File: config.mk
export PLATFORM = sky130hd
export DESIGN_NAME = database_tx_sequencer_flat
export DESIGN_NICKNAME = d
export VERILOG_FILES = /design/src/rtl/database_tx_sequencer_pkg.sv /design/src/rtl/database_tx_sequencer_if.sv /design/src/rtl/database_tx_sequencer_word_byte_serializer.sv /design/src/rtl/database_tx_sequencer.sv /design/src/flat_wrapper.sv
export SDC_FILE = /design/constraint.sdc
export NUM_CORES = 1
export LEC_CHECK = 0
export CAP_MARGIN = 20
export CELL_PAD_IN_SITES_DETAIL_PLACEMENT = 1
export CELL_PAD_IN_SITES_GLOBAL_PLACEMENT = 1
export CORE_UTILIZATION = 35
export DETAILED_ROUTE_END_ITERATION = 6
export PLACE_DENSITY = 0.79
export SLEW_MARGIN = 20
export SYNTH_ARGS = -nofsm -noshare
export SYNTH_HDL_FRONTEND = slang
export SYNTH_HIERARCHICAL = 1
export SYNTH_SLANG_ARGS = --single-unit
export TNS_END_PERCENT = 10
File: constraint.sdc
create_clock -name i_clock -period 2.05 [get_ports i_clock]
set_input_delay 0.3075 -clock i_clock [delete_from_list [all_inputs] [get_ports i_clock]]
set_output_delay 0.3075 -clock i_clock [all_outputs]
set_load 0.05 [all_outputs]
File: src/rtl/database_tx_sequencer_pkg.sv
// Shared types and constants for the MIPS debug-dump sequencer.
// Holds FSM state encodings and the database field select codes.
package database_tx_sequencer_pkg;

    typedef enum logic [2:0] {
        ST_IDLE      = 3'd0,
        ST_SELECT    = 3'd1,
        ST_WAIT_DATA = 3'd2,
        ST_WAIT_TX   = 3'd3,
        ST_DONE      = 3'd4
    } state_t;

    localparam logic [2:0] DB_SEL_NONE   = 3'd0;
    localparam logic [2:0] DB_SEL_PC     = 3'd1;
    localparam logic [2:0] DB_SEL_CICLOS = 3'd2;
    localparam logic [2:0] DB_SEL_PC4    = 3'd3;
    localparam logic [2:0] DB_SEL_INSTR  = 3'd4;

    function automatic int cnt_width(input int n);
        return (n > 1) ? $clog2(n) : 1;
    endfunction

endpackage

File: src/rtl/database_tx_sequencer_if.sv
// Handshake bundle between the dump sequencer, debug_unit,
// the database and the UART transmitter.
interface database_tx_sequencer_if #(
    parameter int LONGITUD_INSTRUCCION = 32,
    parameter int OUTPUT_WORD_LENGTH   = 8,
    parameter int CANT_BITS_CONTROL    = 3
);

    logic                            i_soft_reset;
    logic                            i_start;
    logic [LONGITUD_INSTRUCCION-1:0] i_dato_database;
    logic                            i_tx_done;
    logic [CANT_BITS_CONTROL-1:0]    o_control_database;
    logic                            o_tx_start;
    logic [OUTPUT_WORD_LENGTH-1:0]   o_data_tx;
    logic                            o_busy;
    logic                            o_done;

    modport master (
        output i_soft_reset,
        output i_start,
        output i_dato_database,
        output i_tx_done,
        input  o_control_database,
        input  o_tx_start,
        input  o_data_tx,
        input  o_busy,
        input  o_done
    );

    modport slave (
        input  i_soft_reset,
        input  i_start,
        input  i_dato_database,
        input  i_tx_done,
        output o_control_database,
        output o_tx_start,
        output o_data_tx,
        output o_busy,
        output o_done
    );

endinterface

File: src/rtl/database_tx_sequencer_word_byte_serializer.sv
// Splits a captured database word into bytes, MSB first.
// load/shift/clear are mutually exclusive by construction in the parent.
module word_byte_serializer
    import database_tx_sequencer_pkg::*;
#(
    parameter int WORD_W = 32,
    parameter int BYTE_W = 8
) (
    input  logic              clk_i,
    input  logic              rst_ni,
    input  logic              clear_i,
    input  logic              load_i,
    input  logic              shift_i,
    input  logic [WORD_W-1:0] word_i,
    output logic              last_byte_o,
    output logic [BYTE_W-1:0] byte_o
);

    localparam int BYTES = WORD_W / BYTE_W;
    localparam int CNT_W = cnt_width(BYTES);
    localparam logic [CNT_W-1:0] LAST = CNT_W'(BYTES - 1);

    logic [WORD_W-1:0] shreg_q, shreg_d, shifted;
    logic [CNT_W-1:0]  cnt_q, cnt_d;
    logic [BYTE_W-1:0] byte_q, byte_d;

    assign shifted = shreg_q << BYTE_W;

    always_comb begin
        shreg_d = shreg_q;
        cnt_d   = cnt_q;
        byte_d  = byte_q;
        unique case (1'b1)
            clear_i: begin
                shreg_d = '0;
                cnt_d   = '0;
                byte_d  = '0;
            end
            load_i: begin
                shreg_d = word_i;
                cnt_d   = '0;
                byte_d  = word_i[WORD_W-1 -: BYTE_W];
            end
            shift_i: begin
                shreg_d = shifted;
                cnt_d   = cnt_q + 1'b1;
                byte_d  = shifted[WORD_W-1 -: BYTE_W];
            end
            default: ;
        endcase
    end

    always_ff @(posedge clk_i or negedge rst_ni) begin
        if (!rst_ni) begin
            shreg_q <= '0;
            cnt_q   <= '0;
            byte_q  <= '0;
        end else begin
            shreg_q <= shreg_d;
            cnt_q   <= cnt_d;
            byte_q  <= byte_d;
        end
    end

    assign last_byte_o = (cnt_q == LAST);
    assign byte_o      = byte_q;

endmodule

File: src/rtl/database_tx_sequencer.sv
// Walks the database fields on a start pulse and streams each
// 32-bit word to the UART transmitter, most significant byte first.
module database_tx_sequencer
    import database_tx_sequencer_pkg::*;
#(
    parameter int LONGITUD_INSTRUCCION = 32,
    parameter int OUTPUT_WORD_LENGTH   = 8,
    parameter int CANT_BITS_CONTROL    = 3,
    parameter int CANT_CAMPOS          = 4
) (
    input logic                   i_clock,
    input logic                   i_reset,
    database_tx_sequencer_if.slave bus
);

    localparam int CB = CANT_BITS_CONTROL;
    localparam logic [CB-1:0] FIRST_FIELD = CB'(DB_SEL_PC);
    localparam logic [CB-1:0] LAST_FIELD  = CB'(CANT_CAMPOS);
    localparam logic [CB-1:0] SEL_NONE    = CB'(DB_SEL_NONE);

    state_t        state_q;
    logic [CB-1:0] field_q;
    logic [CB-1:0] ctrl_q;
    logic          start_q;
    logic          busy_q;
    logic          done_q;

    logic done_ok;
    logic last_byte;
    logic ser_load;
    logic ser_shift;

    // A done pulse coinciding with our own start pulse belongs to no byte.
    assign done_ok   = bus.i_tx_done && !start_q && (state_q == ST_WAIT_TX);
    assign ser_load  = (state_q == ST_WAIT_DATA) && !bus.i_soft_reset;
    assign ser_shift = done_ok && !last_byte && !bus.i_soft_reset;

    word_byte_serializer #(
        .WORD_W (LONGITUD_INSTRUCCION),
        .BYTE_W (OUTPUT_WORD_LENGTH)
    ) u_ser (
        .clk_i       (i_clock),
        .rst_ni      (i_reset),
        .clear_i     (bus.i_soft_reset),
        .load_i      (ser_load),
        .shift_i     (ser_shift),
        .word_i      (bus.i_dato_database),
        .last_byte_o (last_byte),
        .byte_o      (bus.o_data_tx)
    );

    always_ff @(posedge i_clock or negedge i_reset) begin
        if (!i_reset) begin
            state_q <= ST_IDLE;
            field_q <= '0;
            ctrl_q  <= SEL_NONE;
            start_q <= 1'b0;
            busy_q  <= 1'b0;
            done_q  <= 1'b0;
        end else if (bus.i_soft_reset) begin
            state_q <= ST_IDLE;
            field_q <= '0;
            ctrl_q  <= SEL_NONE;
            start_q <= 1'b0;
            busy_q  <= 1'b0;
            done_q  <= 1'b0;
        end else begin
            start_q <= 1'b0;
            done_q  <= 1'b0;
            unique case (state_q)
                ST_IDLE: begin
                    if (bus.i_start) begin
                        field_q <= FIRST_FIELD;
                        ctrl_q  <= FIRST_FIELD;
                        busy_q  <= 1'b1;
                        state_q <= ST_SELECT;
                    end
                end
                ST_SELECT: begin
                    state_q <= ST_WAIT_DATA;
                end
                ST_WAIT_DATA: begin
                    start_q <= 1'b1;
                    state_q <= ST_WAIT_TX;
                end
                ST_WAIT_TX: begin
                    if (done_ok) begin
                        if (!last_byte) begin
                            start_q <= 1'b1;
                        end else if (field_q != LAST_FIELD) begin
                            field_q <= field_q + 1'b1;
                            ctrl_q  <= field_q + 1'b1;
                            state_q <= ST_SELECT;
                        end else begin
                            ctrl_q  <= SEL_NONE;
                            busy_q  <= 1'b0;
                            done_q  <= 1'b1;
                            state_q <= ST_DONE;
                        end
                    end
                end
                ST_DONE: begin
                    state_q <= ST_IDLE;
                end
                default: begin
                    state_q <= ST_IDLE;
                end
            endcase
        end
    end

    assign bus.o_control_database = ctrl_q;
    assign bus.o_tx_start         = start_q;
    assign bus.o_busy             = busy_q;
    assign bus.o_done             = done_q;

endmodule
File: src/flat_wrapper.sv
// flat-port wrapper written by rule: the top's interface ports become plain ports
module database_tx_sequencer_flat import database_tx_sequencer_pkg::*;
#(
    parameter int LONGITUD_INSTRUCCION = 32,
    parameter int OUTPUT_WORD_LENGTH   = 8,
    parameter int CANT_BITS_CONTROL    = 3,
    parameter int CANT_CAMPOS          = 4
)
  (i_clock, i_reset, bus_i_soft_reset, bus_i_start, bus_i_dato_database, bus_i_tx_done, bus_o_control_database, bus_o_tx_start, bus_o_data_tx, bus_o_busy, bus_o_done);
  database_tx_sequencer_if #(.LONGITUD_INSTRUCCION(LONGITUD_INSTRUCCION), .OUTPUT_WORD_LENGTH(OUTPUT_WORD_LENGTH), .CANT_BITS_CONTROL(CANT_BITS_CONTROL)) bus_i ();
  input logic i_clock;
  input logic i_reset;
  input wire logic [$bits(bus_i.i_soft_reset)-1:0] bus_i_soft_reset;
  input wire logic [$bits(bus_i.i_start)-1:0] bus_i_start;
  input wire logic [$bits(bus_i.i_dato_database)-1:0] bus_i_dato_database;
  input wire logic [$bits(bus_i.i_tx_done)-1:0] bus_i_tx_done;
  output wire logic [$bits(bus_i.o_control_database)-1:0] bus_o_control_database;
  output wire logic [$bits(bus_i.o_tx_start)-1:0] bus_o_tx_start;
  output wire logic [$bits(bus_i.o_data_tx)-1:0] bus_o_data_tx;
  output wire logic [$bits(bus_i.o_busy)-1:0] bus_o_busy;
  output wire logic [$bits(bus_i.o_done)-1:0] bus_o_done;
  assign bus_i.i_soft_reset = bus_i_soft_reset;
  assign bus_i.i_start = bus_i_start;
  assign bus_i.i_dato_database = bus_i_dato_database;
  assign bus_i.i_tx_done = bus_i_tx_done;
  assign bus_o_control_database = bus_i.o_control_database;
  assign bus_o_tx_start = bus_i.o_tx_start;
  assign bus_o_data_tx = bus_i.o_data_tx;
  assign bus_o_busy = bus_i.o_busy;
  assign bus_o_done = bus_i.o_done;
  database_tx_sequencer #(.LONGITUD_INSTRUCCION(LONGITUD_INSTRUCCION), .OUTPUT_WORD_LENGTH(OUTPUT_WORD_LENGTH), .CANT_BITS_CONTROL(CANT_BITS_CONTROL), .CANT_CAMPOS(CANT_CAMPOS)) u_core (.i_clock(i_clock), .i_reset(i_reset), .bus(bus_i));
endmodule
==> results.yml <==
outcome:
  status: "completed"
clock_tree:
  cts_tree: "yes"
  clkSlewWorstSetupHoldPaths_ps: 90
  cts_made_buffers: 5
  h-tree-depth: 2
  max-clock-path-buffers: 2
  cts_root_buf: "clkbuf_8"
  clkSinkCount: 46
  clkLatencyLatePin_ps: 310
pwr:
  p_leak_nw: 1.45
  powerDensity_nw_per_um2: 667
  clkPwrFrac: 0.339
  switching_share: 0.262
  p_int_w: 0.00149
  finalPower_w: 0.00202
  seqPwrFrac: 0.490
  ir_drop_uv: 237
  p_comb_frac: 0.170
  switching_power_w: 0.000529
route:
  vias: 1759
  drc: 0
  drt_pass1_iterations: 5
  routed_wirelength_mm: 5.23
  drt_iter0_drc: 158
  route.antenna.remaining_nets: 0
  post_drt_wl_per_cell_um: 16.1
  vias_per_cell: 5.41
die:
  dieArea_um2: 6590
  start_util: 0.366
  fp.coreArea_um2: 5990
  die_h_um: 81.2
  io_pins: 51
  placementRows: 28
  die_w_um: 81.2
layout:
  multi_input_area_um2: 955
  syn2layout_area_growth_pct: 38.1
  final_layout_size_suffix_gt1_frac: 0.176
  fill_cells: 634
  seq_area_um2: 1150
  fin_util: 0.506
  n_antenna_cell: 0
  fin_nets: 289
synth:
  synthCells: 184
  ys_seq_area_frac: 0.525
  synth_seq_cells: 46
  syn_nets: 224
  synth_top_area_share: 0.525
  yosysUniqueCellTypes: 37
  yosys_warnings: 6
  synth_flop_cell: "dfrtp_1"
  ys_top_cells_by_area: "dfrtp_1 (52%), a22o_1 (9.2%), a21o_1 (4.8%)"
  syn_area_um2: 2190
  async_flop_share: 1.00
  yosysTopAreaCell: "dfrtp_1"
  avgSynthCellArea_um2: 11.9
  synth-edff-count: 0
global_routing:
  grt_use_total: 0.173
  first_global_vias: 1737
  grt_overflow: 0
  grt_pass1_wl_mm: 8.51
  grt_start_max_net_pins: 28
  antenna_found_initial: 0
critical_path:
  r2r_start: "u_core/u_ser/cnt_q[0]"
  ff2ff_setup_slack_ps: 110
  endpoint_kind: "flop"
  worstSetupStartpointType: "flop"
  rr_worst_depth: 7
  crit_arrival_ps: 2130
  worst-setup-path-type: "flop to flop"
  cp.required_ps: 2240
  crit_fanout: 10
  r2r-end: "u_core/u_ser/shreg_q[20]"
sta:
  rsz0062_at_grt: "no"
  final.period_utilization: 0.944
  finalCriticalPeriod_ps: 1940
  finClkSkew_ps: 7.60
  setup_ws_ps: 114
  timing_hold_violations_final: 0
  worst_pin_slew_ps: 578
  final_max_slew_viol_count: 0
  setup_viol: 0
  relSlewSlack: 0.613
  fmaxAchievable_ghz: 0.516
run:
  maxCapViolations: 0
placed_design:
  dp_slack_ps: -273
  port_buffers: 50
  dp_hpwl_mm: 3.85
  place_congestion: 0.783
worst_hold_path:
  hold_depth: 1
  hold_path_end: "u_core/u_ser/byte_o[2]"
  hp-start: "u_core/u_ser/byte_o[2]"
  hp-class: "flop to flop"
==> cell families after synthesis <==
logic type | Yosys count | synth area share
buffers and inverters | 19 | 0.0536
AO/OA/AOI/OAI | 68 | 0.257
adder cells (fa/ha/maj) | 3 | 0.0171
flip-flops | 46 | 0.525
AND/OR/NAND/NOR | 48 | 0.148
==> Yosys cell counts (2+ instances only) <==
library cell   n
nor4b_1       10
a21oi_1        3
o31ai_1        3
ha_1           3
clkbuf_1       2
nand3_1        2
nand2b_1       2
buf_4          2
inv_1          4
buf_6          4
o21ai_0        5
a221o_1       10
a22o_1        23
nor2b_1        8
nand3b_1       2
a21o_1        14
a31oi_1        3
nor2_1         5
buf_2          7
dfrtp_1       46
nand2_1        9
nor3_1         2
==> registers in the layout (all words and copies together) (netlist names) <==
| name | flops |
|---|---|
| u_core/bus.o_control_database | 3 |
| u_core/u_ser/shreg_q | 24 |
| u_core/field_q | 3 |
| u_core/state_q | 3 |
| u_core/u_ser/byte_o | 8 |
| u_core/bus.o_busy | 1 |
| u_core/bus.o_tx_start | 1 |
| u_core/bus.o_done | 1 |
| u_core/u_ser/cnt_q | 2 |
==> placed cells by master, fill, tap and decap left out, drive strengths merged <==
cell type,synthesis,routed
ha,3,3
o41ai,1,1
dlygate4sd3,0,1
inv,4,5
a22o,23,23
a221o,10,10
nand3,2,2
o2bb2ai,1,1
clkbuf,2,5
a211oi,2,2
or4b,1,1
o22a,1,1
a21oi,3,3
a211o,1,1
nor2b,8,8
buf,13,23
nor2,5,5
or3b,1,1
nand3b,2,2
clkdlybuf4s50,0,49
clkinv,0,1
dfrtp,46,46
or3,1,1
nor3,3,3
o21ai,6,6
a21o,14,14
nand2,9,9
o31ai,3,3
nand2b,2,2
bufinv,0,1
and3b,2,2
nor4b,11,11
nor3b,1,1
a31oi,3,3
==> power groups by stage <==
stage / combinational, W / sequential (W) / clock [W]
final: 0.000344 / 0.000991 / 0.000686
after global routing: 0.000369 / 0.000999 / 0.000745
after CTS: 0.000347 / 0.000992 / 0.000711
after detailed placement: 0.000341 / 0.00101 / 0
after global placement: 0.000336 / 0.00101 / 0
after floorplan: 0.000135 / 0.00104 / 0
==> critical path, stage by stage (launching register included) <==
cell and delay, ps:
dfrtp_1 400, ha_2 200, or3b_4 410, nor3_4 210, buf_6 150, buf_6 130, nor4b_1 60, a221o_1 260
==> final cells by class <==
type                    instances  area share
flip-flops and latches         46       0.380
multi-input cells             119       0.315
repair buffers                 73       0.232
well taps                      75      0.0310
clock buffers                   5      0.0227
clock inverters                 3      0.0144
inverters                       4     0.00495
==> per-layer routing <==
metal	part of all wire	wire (µm)	track usage	vias up
met1	0.51	2640	0.250	872
met2	0.44	2300	0.254	44
met3	0.040	208	0.0382	5
met5	0	0	0	-
met4	0.015	78	0.0589	0
li1	-	-	-	838
==> through the flow <==
stage,hold slack (ps),TNS [ps],std cells,instance area (µm²)
floorplan,11.9,0,184,2200
global placement,299,-4090,315,2880
detailed placement,298,-6310,315,2880
CTS,487,0,325,3020
global route,501,0,325,3030
finish,480,0,325,3030
==> how the worst max path moves through the flow <==
stage | slack, ps | from | cells past startpoint | endpoint
5_1_grt | 40 | u_core/u_ser/cnt_q[0] | 8 | u_core/u_ser/byte_o[4]
3_3_place_gp | -190 | bus_i_tx_done | 6 | u_core/u_ser/shreg_q[16]
4_1_cts | 70 | u_core/u_ser/cnt_q[0] | 7 | u_core/u_ser/shreg_q[20]
3_5_place_dp | -270 | bus_i_tx_done | 6 | u_core/u_ser/shreg_q[18]
6_report | 110 | u_core/u_ser/cnt_q[0] | 7 | u_core/u_ser/shreg_q[20]
2_1_floorplan | 4 | u_core/u_ser/cnt_q[0] | 6 | u_core/u_ser/shreg_q[21]
==> repair_timing <==
action,4_1_cts,5_1_grt
gates resized for setup,3,2
endpoints found under the setup margin,17,9
pin swaps,1,2
setup buffers,1,0
hold buffers,1,0
hold endpoints to repair,19,0
Note: power is estimated with default switching activity, not from simulation.
==> edit 1 (same flow settings) <==
`OUTPUT_WORD_LENGTH` is set to 8 in 3 places; all go to 16.
--- a/src/rtl/database_tx_sequencer_if.sv
+++ b/src/rtl/database_tx_sequencer_if.sv
@@ -4,3 +4,3 @@
     parameter int LONGITUD_INSTRUCCION = 32,
-    parameter int OUTPUT_WORD_LENGTH   = 8,
+    parameter int OUTPUT_WORD_LENGTH   = 16,
     parameter int CANT_BITS_CONTROL    = 3
--- a/src/rtl/database_tx_sequencer.sv
+++ b/src/rtl/database_tx_sequencer.sv
@@ -6,3 +6,3 @@
     parameter int LONGITUD_INSTRUCCION = 32,
-    parameter int OUTPUT_WORD_LENGTH   = 8,
+    parameter int OUTPUT_WORD_LENGTH   = 16,
     parameter int CANT_BITS_CONTROL    = 3,
--- a/src/flat_wrapper.sv
+++ b/src/flat_wrapper.sv
@@ -4,3 +4,3 @@
     parameter int LONGITUD_INSTRUCCION = 32,
-    parameter int OUTPUT_WORD_LENGTH   = 8,
+    parameter int OUTPUT_WORD_LENGTH   = 16,
     parameter int CANT_BITS_CONTROL    = 3,
Ports: changed (resized bus_o_data_tx); port bits go from 51 to 59. No check against the original RTL was run, so the function may have changed too.
==> edit 1 against the unedited design <==
- worst hold slack worse by 0.46 ns
- synthesized cell count down 3.3%
- sequential cell count is 1 lower
- setup slack about the same
- critical endpoint is now u_core/u_ser/byte_o[14]
- total power up 1.1%
- register-to-register slack better by 0.05 ns
- wire length is 3.9% higher
- clock skew shrank 0.0032 ns
- largest cell class unchanged
- final area fell by 2.6%
- synthesized area down 4.8%
- sequential power shrank 3.1%
- clock power up 1%
==> edit 1: results <==
{
  "power_density_mw_per_mm2": 692.4,
  "synthTopCellsByArea": "dfrtp_1, mux2i_1, a221o_1, nor4b_1, nor2_1",
  "vias": 1691,
  "post_cts_buffers": 0,
  "slowest_delay_ns": 0.49,
  "clock_latency_ns": 0.29,
  "reg2reg_to": "u_core/u_ser/byte_o[14]",
  "multi_input_cells": 116,
  "cp.arrival_ns": 2.11,
  "place_congestion": 0.8039,
  "grt_first_pass_wirelength_um": 8825,
  "ys_ff_latch": 45,
  "finClkSkew_ns": 0.004369,
  "place_ws_ns": -0.1833,
  "fmax_mhz": 516.6,
  "grt_pass1_vias": 1778,
  "outcome": "complete, no violations",
  "dp_cells": 307,
  "drive_above_1_share_pct": 13.17,
  "grt_usage_pct": 18.50,
  "viasPerCell": 5.368,
  "cts_resized": 0,
  "drtIter0Drc": 91,
  "crit_fanout": 17,
  "crit_slowest_cell": "clkdlybuf4s50_1",
  "syn_inst": 178,
  "crit_type": "in -> reg",
  "clock_buffers": 6,
  "area_share_clock_buf_inv_pct": 4.068,
  "fill_cells": 600,
  "synth_cell_types": 38,
  "worstHoldPathType": "in -> async",
  "slew_headroom_pct": 59.70,
  "synth_nets": 217,
  "ir_drop_mv": 0.2425
}
## edit 1: cell types whose count changed after synthesis, sizes merged, moves of 2 or more
cell    unedited run  this run
nor2               5        20
a21o              14         7
nor2b              8         0
a22o              23         8
buf               13        10
clkbuf             2         4
mux2i              0        16
## edit 1: per-layer routing
| layer | routed length [um] | global-route usage (%) | part of all wire (%) |
|---|---|---|---|
| met2 | 2760 | 30.60 | 51 |
| met5 | 0 | 0 | 0 |
| met4 | 94 | 8.727 | 1.7 |
| met3 | 187 | 2.414 | 3.4 |
| met1 | 2391 | 23.88 | 44 |
## edit 1: logic make-up after synthesis
logic type,Yosys count,share of synthesized area [%]
compound gates,44,16.96
fa+ha+maj,2,1.198
buf+inv,17,5.032
flops,45,53.92
mux,16,7.669
simple gates,54,15.22
## edit 1: power by group
group          internal [mW]  switching [mW]  leakage (nW)
Sequential             0.926          0.0334         0.614
Combinational          0.180           0.209         0.627
Clock                  0.396           0.300        0.0574
Total                   1.50           0.542          1.30
==> edit 2 (same settings) <==
Made on the original files. Reset style: synchronous (`i_reset` and `rst_ni`), changed in 2 clocked blocks.
--- a/src/rtl/database_tx_sequencer_word_byte_serializer.sv
+++ b/src/rtl/database_tx_sequencer_word_byte_serializer.sv
@@ -52,3 +52,3 @@
 
-    always_ff @(posedge clk_i or negedge rst_ni) begin
+    always_ff @(posedge clk_i) begin
         if (!rst_ni) begin
--- a/src/rtl/database_tx_sequencer.sv
+++ b/src/rtl/database_tx_sequencer.sv
@@ -51,3 +51,3 @@
 
-    always_ff @(posedge i_clock or negedge i_reset) begin
+    always_ff @(posedge i_clock) begin
         if (!i_reset) begin
Check against the original RTL: differs if i_reset is asserted again (counterexample within 4 cycles, from zero or initial values and one cycle with i_reset low); with i_reset held inactive, the same outputs for 10 cycles.
==> edit 2 against the unedited design <==
- clock skew rose by 0.0046 ns
- synthesized area rose by 3.6%
- wire length rose by 14%
- via count rose by 17%
- sequential cell count did not move
- largest cell class is now multi-input gates
- sequential share of layout area fell by 7.1 points
- setup slack improved by 0.11 ns
- first-iteration DRC count fell by 50%
- total power fell by 17%
- largest power group unchanged
- final area fell by 1.7%
==> edit 2: results <==
{
  "outcome": "complete, no violations",
  "critPathTopFamily": "buffers and inverters",
  "grt_max_degree": 47,
  "reg2regPathDepth": 5,
  "grt_pass1_vias": 2080,
  "internal_power_mw": 1.245,
  "grt_usage_pct": 18.69,
  "yosys-top-cells-count": "dfxtp_1, a22oi_1, or4b_1",
  "synthAdderAreaFrac_pct": 1.650,
  "leakage_nw": 0.9858,
  "drtIter0Drc": 79,
  "drt_pass1_iterations": 4,
  "ir_drop_mv": 0.3161,
  "yosysSeqAreaShare_pct": 40.48,
  "synthMuxAreaShare_pct": 1.320,
  "drive_above_1_share_pct": 10.88,
  "cts_resized": 0,
  "crit_end": "bus_o_tx_start",
  "viasPerCell": 5.666,
  "synthTopCellsByArea": "dfxtp_1, or4b_1, a22oi_1, a21boi_1, clkbuf_1",
  "worstSetupStartpoint": "u_core/bus.o_tx_start",
  "crit_fanout": 5,
  "r2r_start": "u_core/state_q[1]",
  "cp.arrival_ns": 1.52,
  "grt_first_pass_wirelength_um": 9625,
  "synth_nets": 277,
  "r2r_slack_ns": 0.27,
  "fill_cells": 734,
  "synth_cell_types": 42,
  "worst_slew_pin_slew_ns": 0.5098
}
## edit 2: cell count changes after synthesis, sizes merged, moves of 14 or more
| cell | before | now |
|---|---|---|
| a21o | 14 | 0 |
| clkbuf | 2 | 17 |
| dfrtp | 46 | 0 |
| a22o | 23 | 0 |
| a22oi | 0 | 24 |
| a21boi | 0 | 25 |
| dfxtp | 0 | 46 |
| or4b | 1 | 24 |
## edit 2: metal layers
metal  GRT usage, %  part of all wire [%]
met2          33.39                    51
met3          3.956                   4.1
met5              0                     0
met1          22.18                    44
met4          6.034                   1.7
## edit 2: final cells by class
type / count / share of cell area (%)
multi-input cells: 164 / 41.29
flip-flops and latches: 46 / 30.91
repair buffers: 64 / 21.17
well taps: 77 / 3.234
clock buffers: 5 / 2.310
clock inverters: 3 / 0.7140
inverters: 3 / 0.3780
## edit 2: worst reg2reg max path, delay by kind of cell (launching register included)
kind | cells | cell delay (ns)
simple gates | 3 | 0.96
flops | 1 | 0.37
buf+inv | 1 | 0.18
compound gates | 1 | 0.15
## edit 2: how the worst min path moves through the flow
stage                     cells past startpoint                       to  slack, ns               startpoint
final                                         2  u_core/u_ser/shreg_q[6]       0.46  u_core/u_ser/shreg_q[6]
after global routing                          2  u_core/u_ser/shreg_q[6]       0.49  u_core/u_ser/shreg_q[6]
after CTS                                     2  u_core/u_ser/shreg_q[6]       0.46  u_core/u_ser/shreg_q[6]
after detailed placement                      2  u_core/u_ser/shreg_q[6]       0.45  u_core/u_ser/shreg_q[6]
after global placement                        2  u_core/u_ser/shreg_q[6]       0.44  u_core/u_ser/shreg_q[6]
after floorplan                               2  u_core/u_ser/shreg_q[1]       0.43  u_core/u_ser/shreg_q[1]
## edit 2: cells by family after synthesis
kind of cell / Yosys count
compound gates: 75
fa+ha+maj: 3
buf+inv: 27
flops: 46
mux: 3
simple gates: 83
## edit 2: power by group through the flow
stage	sequential [mW]	combinational, mW	clock, mW
6_report	0.907	0.187	0.579
5_1_grt	0.909	0.200	0.627
4_1_cts	0.908	0.188	0.593
3_5_place_dp	0.928	0.187	0
3_3_place_gp	0.928	0.185	0
2_1_floorplan	0.937	0.0709	0
## edit 2: through the flow
step           area, um2  utilization, %  worst slack [ns]  cells
5_1_grt             2979           47.19           0.07335    362
2_1_floorplan       2275               -           0.05147    237
6_report            2979           47.19            0.2248    362
3_3_place_gp        2889           45.76            0.1324    354
3_5_place_dp        2889           45.76           0.04433    354
4_1_cts             2979           47.19            0.2096    362
